**config.mk**
```make
export PLATFORM = sky130hd
export DESIGN_NAME = ffd_capture
export DESIGN_NICKNAME = d
export VERILOG_FILES = /design/src/rtl/ffd_capture.sv
export SDC_FILE = /design/constraint.sdc
export NUM_CORES = 1
export LEC_CHECK = 0
export ABC_AREA = 0
export ABC_CLOCK_PERIOD_IN_PS = 7100
export CAP_MARGIN = 20
export CELL_PAD_IN_SITES_DETAIL_PLACEMENT = 0
export CELL_PAD_IN_SITES_GLOBAL_PLACEMENT = 2
export CORE_MARGIN = 3
export CORE_UTILIZATION = 47
export CTS_BUF_LIST = sky130_fd_sc_hd__clkbuf_16
export CTS_CLUSTER_SIZE = 40
export DETAILED_ROUTE_END_ITERATION = 6
export PLACE_DENSITY = 0.9
export SYNTH_ARGS = -nofsm -noshare
export SYNTH_HDL_FRONTEND = slang
export SYNTH_SLANG_ARGS = --single-unit
```
**constraint.sdc**
```tcl
create_clock -name c -period 7.1 [get_ports c]
set_clock_uncertainty 0.05 [all_clocks]
set_input_delay 0.71 -clock c [delete_from_list [all_inputs] [get_ports c]]
set_output_delay 0.71 -clock c [all_outputs]
set_load 0.005 [all_outputs]
```
**src/rtl/ffd_capture.sv**
```systemverilog
// Tap-bus sampler: SYNC_STAGES-deep synchroniser feeding a one-shot capture buffer
// that fills DEPTH consecutive samples on arm, then drains them over a valid/ready port.
module ffd_capture #(
  parameter int WIDTH       = 16,
  parameter int SYNC_STAGES = 2,
  parameter int DEPTH       = 8
) (
  input  logic                       c,
  input  logic                       rst_n,
  input  logic [WIDTH-1:0]           q,
  output logic [WIDTH-1:0]           d,
  input  logic                       arm,
  output logic                       busy,
  output logic [WIDTH-1:0]           rd_data,
  output logic                       rd_valid,
  input  logic                       rd_ready,
  output logic [$clog2(DEPTH)-1:0]   rd_idx
);

  localparam int AW = $clog2(DEPTH);
  localparam logic [AW-1:0] LAST_IDX = AW'(DEPTH - 1);

  localparam logic [1:0] IDLE  = 2'd0;
  localparam logic [1:0] FILL  = 2'd1;
  localparam logic [1:0] DRAIN = 2'd2;

  // Synchroniser chain must survive synthesis untouched: no retiming, no merging.
  (* dont_touch = "true" *) logic [WIDTH-1:0] sync_p [SYNC_STAGES];

  logic [1:0]       state;
  logic [AW-1:0]    wr_ptr;
  logic [WIDTH-1:0] mem [DEPTH];
  logic             xfer;

  // Stage boundary: q -> sync_p[0] -> ... -> sync_p[SYNC_STAGES-1] = d
  always_ff @(posedge c or negedge rst_n) begin
    if (!rst_n) begin
      for (int i = 0; i < SYNC_STAGES; i++) sync_p[i] <= '0;
    end else begin
      sync_p[0] <= q;
      for (int i = 1; i < SYNC_STAGES; i++) sync_p[i] <= sync_p[i-1];
    end
  end

  assign d = sync_p[SYNC_STAGES-1];

  assign busy     = (state == FILL) || (state == DRAIN);
  assign rd_valid = (state == DRAIN);
  assign rd_data  = mem[rd_idx];
  assign xfer     = rd_valid && rd_ready;

  // Stage boundary: capture buffer write (contents deliberately unreset)
  always_ff @(posedge c) begin
    if (state == FILL) mem[wr_ptr] <= d;
  end

  // Stage boundary: control FSM
  always_ff @(posedge c or negedge rst_n) begin
    if (!rst_n) begin
      state  <= IDLE;
      wr_ptr <= '0;
      rd_idx <= '0;
    end else begin
      case (state)
        IDLE: begin
          if (arm) begin
            state  <= FILL;
            wr_ptr <= '0;
          end
        end
        FILL: begin
          wr_ptr <= wr_ptr + 1'b1;
          if (wr_ptr == LAST_IDX) begin
            state  <= DRAIN;
            rd_idx <= '0;
          end
        end
        DRAIN: begin
          if (xfer) begin
            rd_idx <= rd_idx + 1'b1;
            if (rd_idx == LAST_IDX) state <= IDLE;
          end
        end
        default: state <= IDLE;
      endcase
    end
  end

endmodule

```
==> run_results.csv, run 1 <==
group,metric,value,unit
outcome,status,"completed",
clock_tree,htree_num_levels,4,
floorplanning,core_area,0.01282,mm2
place,dp.final_hpwl,6574,um
routing,first_pass_iters,4,
grt,grtUsageTotal,0.1605,
logic_synthesis,post-synth-top-count-cell,"edfxtp_1",
clock_tree,cts.sink_count,168,
min_path,hold_path.class,"register to register",
grt,number_of_antenna_violations_at_the_first_check_in_global_routing,0,
routing,route.detailed.drc,0,
floorplanning,fp.dieArea,0.01479,mm2
worst_setup_path,timing.critical_path.arrival,2.49,ns
clock_tree,cts_made_buffers,17,
logic_synthesis,syn_nets,346,
routing,met2_wirelength,5638,um
floorplanning,start_util,0.4899,
place,gp_routability_congestion,0.7180,
worst_setup_path,timing.setup.critical_path_class,"register to primary output",
power,max-vdd-ir-drop,0.0001971,V
routing,ant_nets,0,
sta,report.final.setup_viol,0,
sta,finalHoldViolCount,0,
min_path,hold_path_depth,0,
worst_setup_path,worstSetupStartpointType,"register",
floorplanning,die_h,121.6,um
clock_tree,clk_path_buf_depth,2,
floorplanning,std_cell_rows,41,
logic_synthesis,yosys-top-cells-area,"edfxtp_1 61%, dfrtp_1 16%, mux4_2 10%, nand2_1 3.2%, buf_4 1.9%",
cells_and_area,antennaDiodeCount,0,
floorplanning,die_w,121.6,um
cells_and_area,drive_gt1_frac,0.1877,
grt,grt_first_pass_wirelength,17070,um
floorplanning,io_pins,57,
place,place_inst,529,
power,power_density,361.0,mW/mm2
logic_synthesis,synthesis.area_per_instance,19.69,um2
sta,clock.fmax,308.1,MHz
routing,wl_met1,4635,um
clock_tree,clock_tree_from_tritoncts,"yes",
place,numPortBuffers,56,
routing,wl_per_cell,19.56,um
logic_synthesis,synth-seq-area-share,0.7712,
routing,vias,2866,
power,leakagePower,2.656,nW
logic_synthesis,synth_edf_count,128,
flow_run,maxcap_violations,0,
worst_setup_path,worst-r2r-setup-slack,4.73,ns
routing,1st_iter_drt_viols,248,
sta,final-max-slew-violation-count,0,
clock_tree,clkTransAtPathRegs,0.06,ns
worst_setup_path,critPathCaptureType,"primary output",
logic_synthesis,commonest_cells_in_the_synthesized_netlist,"128 x edfxtp_1, 54 x nand2_1, 40 x dfrtp_1",
routing,via_per_inst,5.109,
sta,tightest_slew,0.9522,ns
grt,overflow,0,
grt,grt_start_max_net_pins,41,
sta,rsz0062_at_grt,"false",
logic_synthesis,yosys_most_used_dff,"edfxtp_1",
cells_and_area,area_growth_syn_to_layout,19.92,%
logic_synthesis,synth.cell_area,0.006282,mm2
logic_synthesis,mapped_cells,319,
worst_setup_path,highest_net_fanout_along_the_worst_path,24,
logic_synthesis,post_synth_arst_share,0.2381,
clock_tree,cts.repair.resized,0,
logic_synthesis,yosys_warnings,0,
cells_and_area,design.final.nets,403,
routing,top_layer_used,"met4",
logic_synthesis,synth.top_cell.area_share,0.6118,
sta,finalCriticalPeriod,3.246,ns
grt,first_global_vias,3063,
logic_synthesis,yosys.area.top_type,"edfxtp_1",
clock_tree,post_cts.repair.setup_buffers,0,
sta,worst_slew_margin_rel,0.3652,
cells_and_area,final_cell_count_no_fill,561,
sta,totalNegativeSetupSlack,0,ns
routing,finalWirelength,10980,um
logic_synthesis,count_of_distinct_cell_types_in_the_synthesized_netlist,23,
worst_setup_path,r2r.worst_path.cells,5,
clock_tree,number_of_buffers_added_to_fix_hold_violations_after_cts,0,
routing,wl_met3,670,um
worst_setup_path,critical_path_required,6.34,ns
sta,timing.final.crit_share,0.4572,
clock_tree,clock_insertion_delay_worst_skew,0.42,ns
clock_tree,clk_tree_root_cell,"clkbuf_16",
logic_synthesis,synth.ff_latch_count,168,
cells_and_area,n_fill_cell,973,
## logic make-up (layout without fill, tap and decap cells)
logic type	after synthesis	after routing	share of synthesized area
DFF	168	168	0.7712
and+or+nand+nor	69	69	0.04402
muxes	38	38	0.1267
adders and majority gates	7	7	0.01394
AOI/OAI and AO/OA	5	5	0.006572
buffers and inverters	32	102	0.03764
## critical path, stage by stage (launching register included)
cell and delay, ns:
dfrtp_2 0.62, buf_12 0.28, mux4_2 0.53, nand2_1 0.08, nand2_1 0.09, clkdlybuf4s50_1 0.45
## state kept, by name, summed over array words and instances (netlist names)
signal,count
d,16
mem,128
rd_idx,3
state,2
sync_p,16
wr_ptr,3
## final cells by class
class	count	area [um2]	share of cell area
timing repair buffer	65	635.6	0.08437
clock buffer	18	450.4	0.05979
sequential	168	4847	0.6434
multi-input combinational	119	1211	0.1608
clock inverter	14	155.1	0.02059
tap	172	215.2	0.02857
inverter	5	18.77	0.002491
## power by group
part / leakage (nW) / total, mW / switching [mW] / internal [mW]
Sequential: 1.63 / 1.24 / 0.0734 / 1.17
Combinational: 0.735 / 0.554 / 0.250 / 0.304
Clock: 0.289 / 0.922 / 0.354 / 0.568
## layout by cell type (no fill, tap or decap), drive strengths merged
cell type / n
ha: 7
o211ai: 1
nand2b: 6
clkbuf: 18
mux4: 32
a32o: 2
clkdlybuf4s50: 55
clkinv: 6
inv: 6
o2111ai: 1
nor2: 7
nand2: 54
dfrtp: 40
nor3: 2
bufinv: 3
mux2: 3
edfxtp: 128
o21ai: 1
mux2i: 3
buf: 10
clkinvlp: 4
## per-stage QoR
step                      utilization  hold slack (ns)  worst slack, ns  power (mW)  cell area, um2
final                          0.5874           0.2929            3.854       2.720            7533
after global routing           0.5874           0.3006            3.698       2.845            7533
after CTS                      0.5874           0.2969            3.807       2.756            7533
after detailed placement       0.5402           0.2847            4.260       1.835            6928
after global placement         0.5386           0.2816            3.918       1.816            6908
after floorplan                     -           0.2812            4.682       1.566            6282
## routing by layer
metal  up-vias  track usage
li1       1309            -
met1      1479       0.2118
met2        76       0.2591
met3         2      0.04828
met4         0      0.05252
met5         -            0
## worst paths after layout
kind	from	end
max reg2reg	state[1]$_DFFE_PN0P_	mem[2][15]$_DFFE_PP_
min	sync_p[23]$_DFF_PN0_	d[7]$_DFF_PN0_
min reg2reg	sync_p[23]$_DFF_PN0_	d[7]$_DFF_PN0_
max	rd_idx[0]$_DFFE_PN0P_	rd_data[14]
max in group asynchronous	rst_n	rd_idx[0]$_DFFE_PN0P_
min in group asynchronous	rst_n	d[3]$_DFF_PN0_
No activity file was read; power rests on OpenSTA's default activity.
==> run 2: changes to the inputs <==
--- a/config.mk
+++ b/config.mk
@@ -6,16 +6,16 @@
 export NUM_CORES = 1
 export LEC_CHECK = 0
 export ABC_AREA = 0
-export ABC_CLOCK_PERIOD_IN_PS = 7100
+export ABC_CLOCK_PERIOD_IN_PS = 3300
 export CAP_MARGIN = 20
 export CELL_PAD_IN_SITES_DETAIL_PLACEMENT = 0
 export CELL_PAD_IN_SITES_GLOBAL_PLACEMENT = 2
 export CORE_MARGIN = 3
-export CORE_UTILIZATION = 47
+export CORE_UTILIZATION = 43
 export CTS_BUF_LIST = sky130_fd_sc_hd__clkbuf_16
 export CTS_CLUSTER_SIZE = 40
 export DETAILED_ROUTE_END_ITERATION = 6
-export PLACE_DENSITY = 0.9
+export PLACE_DENSITY = 0.84
 export SYNTH_ARGS = -nofsm -noshare
 export SYNTH_HDL_FRONTEND = slang
 export SYNTH_SLANG_ARGS = --single-unit
==> constraint.sdc (replaced) <==
create_clock -name c -period 3.3 [get_ports c]
set_clock_uncertainty 0.05 [all_clocks]
set_input_delay 0.33 -clock c [delete_from_list [all_inputs] [get_ports c]]
set_output_delay 0.33 -clock c [all_outputs]
set_load 0.005 [all_outputs]
==> run 2 against run 1 <==
Effect of this change:
- routed wire length rose by 1.4%
- critical endpoint is now rd_data[15]
- worst setup slack lost 3.5 ns
- final area shrank 0.42%
- worst hold slack worse by 0.27 ns
- critical path type unchanged
==> run_results.csv, run 2 (synthesis gave the netlist of run 1 again) <==
group,metric,value,unit
outcome,status,"completed",
worst_setup_path,critical_path_required,2.92,ns
sta,timing.final.crit_share,0.8878,
place,dpl_worst_slack,0.7461,ns
worst_setup_path,worstSetupStartpointType,"register",
clock_tree,clkTransAtPathRegs,0.06,ns
clock_tree,post_cts.repair.setup_buffers,0,
worst_setup_path,highest_net_fanout_along_the_worst_path,21,
clock_tree,clock_insertion_delay_worst_skew,0.41,ns
grt,grtUsageTotal,0.1499,
worst_setup_path,critPathCaptureType,"primary output",
grt,overflow,0,
place,dp.final_hpwl,6800,um
cells_and_area,drive_gt1_frac,0.1705,
floorplanning,die_w,126.9,um
clock_tree,clock_tree_from_tritoncts,"yes",
floorplanning,std_cell_rows,43,
cells_and_area,mostFrequentLayoutCells,"128 x edfxtp_1, 55 x clkdlybuf4s50_1, 54 x nand2_1",
worst_setup_path,timing.critical_path.arrival,2.55,ns
routing,via_per_inst,5.075,
sta,hold_ws,0.02058,ns
cells_and_area,layout.core_utilization,0.5322,
power,max-vdd-ir-drop,0.0004098,V
clock_tree,number_of_buffers_added_to_fix_hold_violations_after_cts,0,
grt,grt_start_max_net_pins,41,
flow_run,maxcap_violations,0,
routing,ant_nets,0,
cells_and_area,most_common_library_cell_in_the_layout_ignoring_fill_and_taps,"edfxtp_1",
place,placement.cell_area,0.006967,mm2
place,place_inst,541,
grt,number_of_antenna_violations_at_the_first_check_in_global_routing,0,
cells_and_area,area_growth_syn_to_layout,19.42,%
worst_setup_path,critPathSlowestCell,"dfrtp_2",
floorplanning,start_util,0.4457,
routing,finalWirelength,11130,um
sta,report.final.setup_viol,0,
clock_tree,cts.repair.resized,0,
clock_tree,htree_num_levels,4,
cells_and_area,top_register,"mem",
sta,tightest_slew,0.9655,ns
clock_tree,cts.sink_count,168,
worst_setup_path,critical_path.max_stage_delay,0.70,ns
sta,final-max-slew-violation-count,0,
floorplanning,core_area,0.01410,mm2
clock_tree,clk_path_buf_depth,2,
cells_and_area,largest_register_ff_count,128,
place,numPortBuffers,56,
routing,route.detailed.drc,0,
sta,final_critical_path_setup_slack,0.3703,ns
power,pwr_total,5.678,mW
floorplanning,io_pins,57,
clock_tree,clk_tree_root_cell,"clkbuf_16",
sta,finalHoldViolCount,0,
min_path,hold_path.class,"primary input to async pin",
sta,rsz0062_at_grt,"false",
sta,worst_slew_margin_rel,0.3563,
worst_setup_path,worst-r2r-setup-slack,1.18,ns
sta,totalNegativeSetupSlack,0,ns
power,power_density,756.9,mW/mm2
worst_setup_path,timing.critical_path.cells,"buf_12 > mux4_1 > nand2_1 > nand2_1 > clkdlybuf4s50_1",
sta,finalCriticalPeriod,2.930,ns
routing,1st_iter_drt_viols,345,
grt,grt_first_pass_wirelength,17580,um
sta,clock.fmax,341.3,MHz
routing,vias,2908,
power,leakagePower,2.678,nW
cells_and_area,final_cell_count_no_fill,573,
worst_setup_path,timing.critical_path.mode_cell,"nand2_1",
cells_and_area,design.final.nets,407,
routing,wl_per_cell,19.42,um
clock_tree,cts_made_buffers,17,
place,gp_routability_congestion,0.7043,
grt,first_global_vias,3012,
routing,first_pass_iters,4,
cells_and_area,antennaDiodeCount,0,
floorplanning,die_h,126.9,um
cells_and_area,finalInstanceArea,0.007502,mm2
floorplanning,fp.dieArea,0.01610,mm2
worst_setup_path,timing.setup.critical_path_class,"register to primary output",
run 2: cell count changes in the layout (fill, tap and decap cells not counted), sizes merged:
cell | previous run | this run
buf | 10 | 14
clkbuf | 18 | 17
inv | 6 | 12
clkinvlp | 4 | 0
bufinv | 3 | 2
run 2: critical path, delay by kind of cell, from the launching register on:
family,cells,cell delay (ns)
DFF,1,0.70
and+or+nand+nor,2,0.15
muxes,1,0.56
buffers and inverters,2,0.72
run 2: final cells by class:
| class | count | area, um2 |
|---|---|---|
| clock buffers | 17 | 425.4 |
| clock inverters | 15 | 110.1 |
| fillers | 1116 | 6594 |
| inverters | 5 | 18.77 |
| multi-input cells | 119 | 1211 |
| flip-flops and latches | 168 | 4846 |
| well taps | 180 | 225.2 |
| repair buffers | 69 | 665.6 |
run 2: worst paths after layout:
path	start	endpoint	cells past startpoint
hold reg to reg	sync_p[26]$_DFF_PN0_	d[10]$_DFF_PN0_	0
max in group asynchronous	rst_n	rd_idx[0]$_DFFE_PN0P_	1
setup reg to reg	state[1]$_DFFE_PN0P_	mem[7][9]$_DFFE_PP_	5
hold / removal	rst_n	d[6]$_DFF_PN0_	1
min in group c	sync_p[26]$_DFF_PN0_	d[10]$_DFF_PN0_	0
setup / recovery	rd_idx[0]$_DFFE_PN0P_	rd_data[15]	5
run 2: layer usage:
| metal | track usage | part of all wire | vias up |
|---|---|---|---|
| li1 | - | - | 1324 |
| met1 | 0.2042 | 0.42 | 1491 |
| met2 | 0.2326 | 0.50 | 87 |
| met3 | 0.05179 | 0.063 | 6 |
| met4 | 0.04164 | 0.0082 | 0 |
| met5 | 0 | 0 | - |
run 2: power breakdown:
| part | internal, mW | switching [mW] |
|---|---|---|
| Sequential | 2.52 | 0.121 |
| Combinational | 0.662 | 0.588 |
| Clock | 1.08 | 0.711 |
==> run 3: changes to the inputs <==
--- a/config.mk
+++ b/config.mk
@@ -6,7 +6,6 @@
 export NUM_CORES = 1
 export LEC_CHECK = 0
 export ABC_AREA = 0
-export ABC_CLOCK_PERIOD_IN_PS = 3300
 export CAP_MARGIN = 20
 export CELL_PAD_IN_SITES_DETAIL_PLACEMENT = 0
 export CELL_PAD_IN_SITES_GLOBAL_PLACEMENT = 2
==> results of run 3 <==
The final DEF is identical to that of run 2; final timing and power are the same.
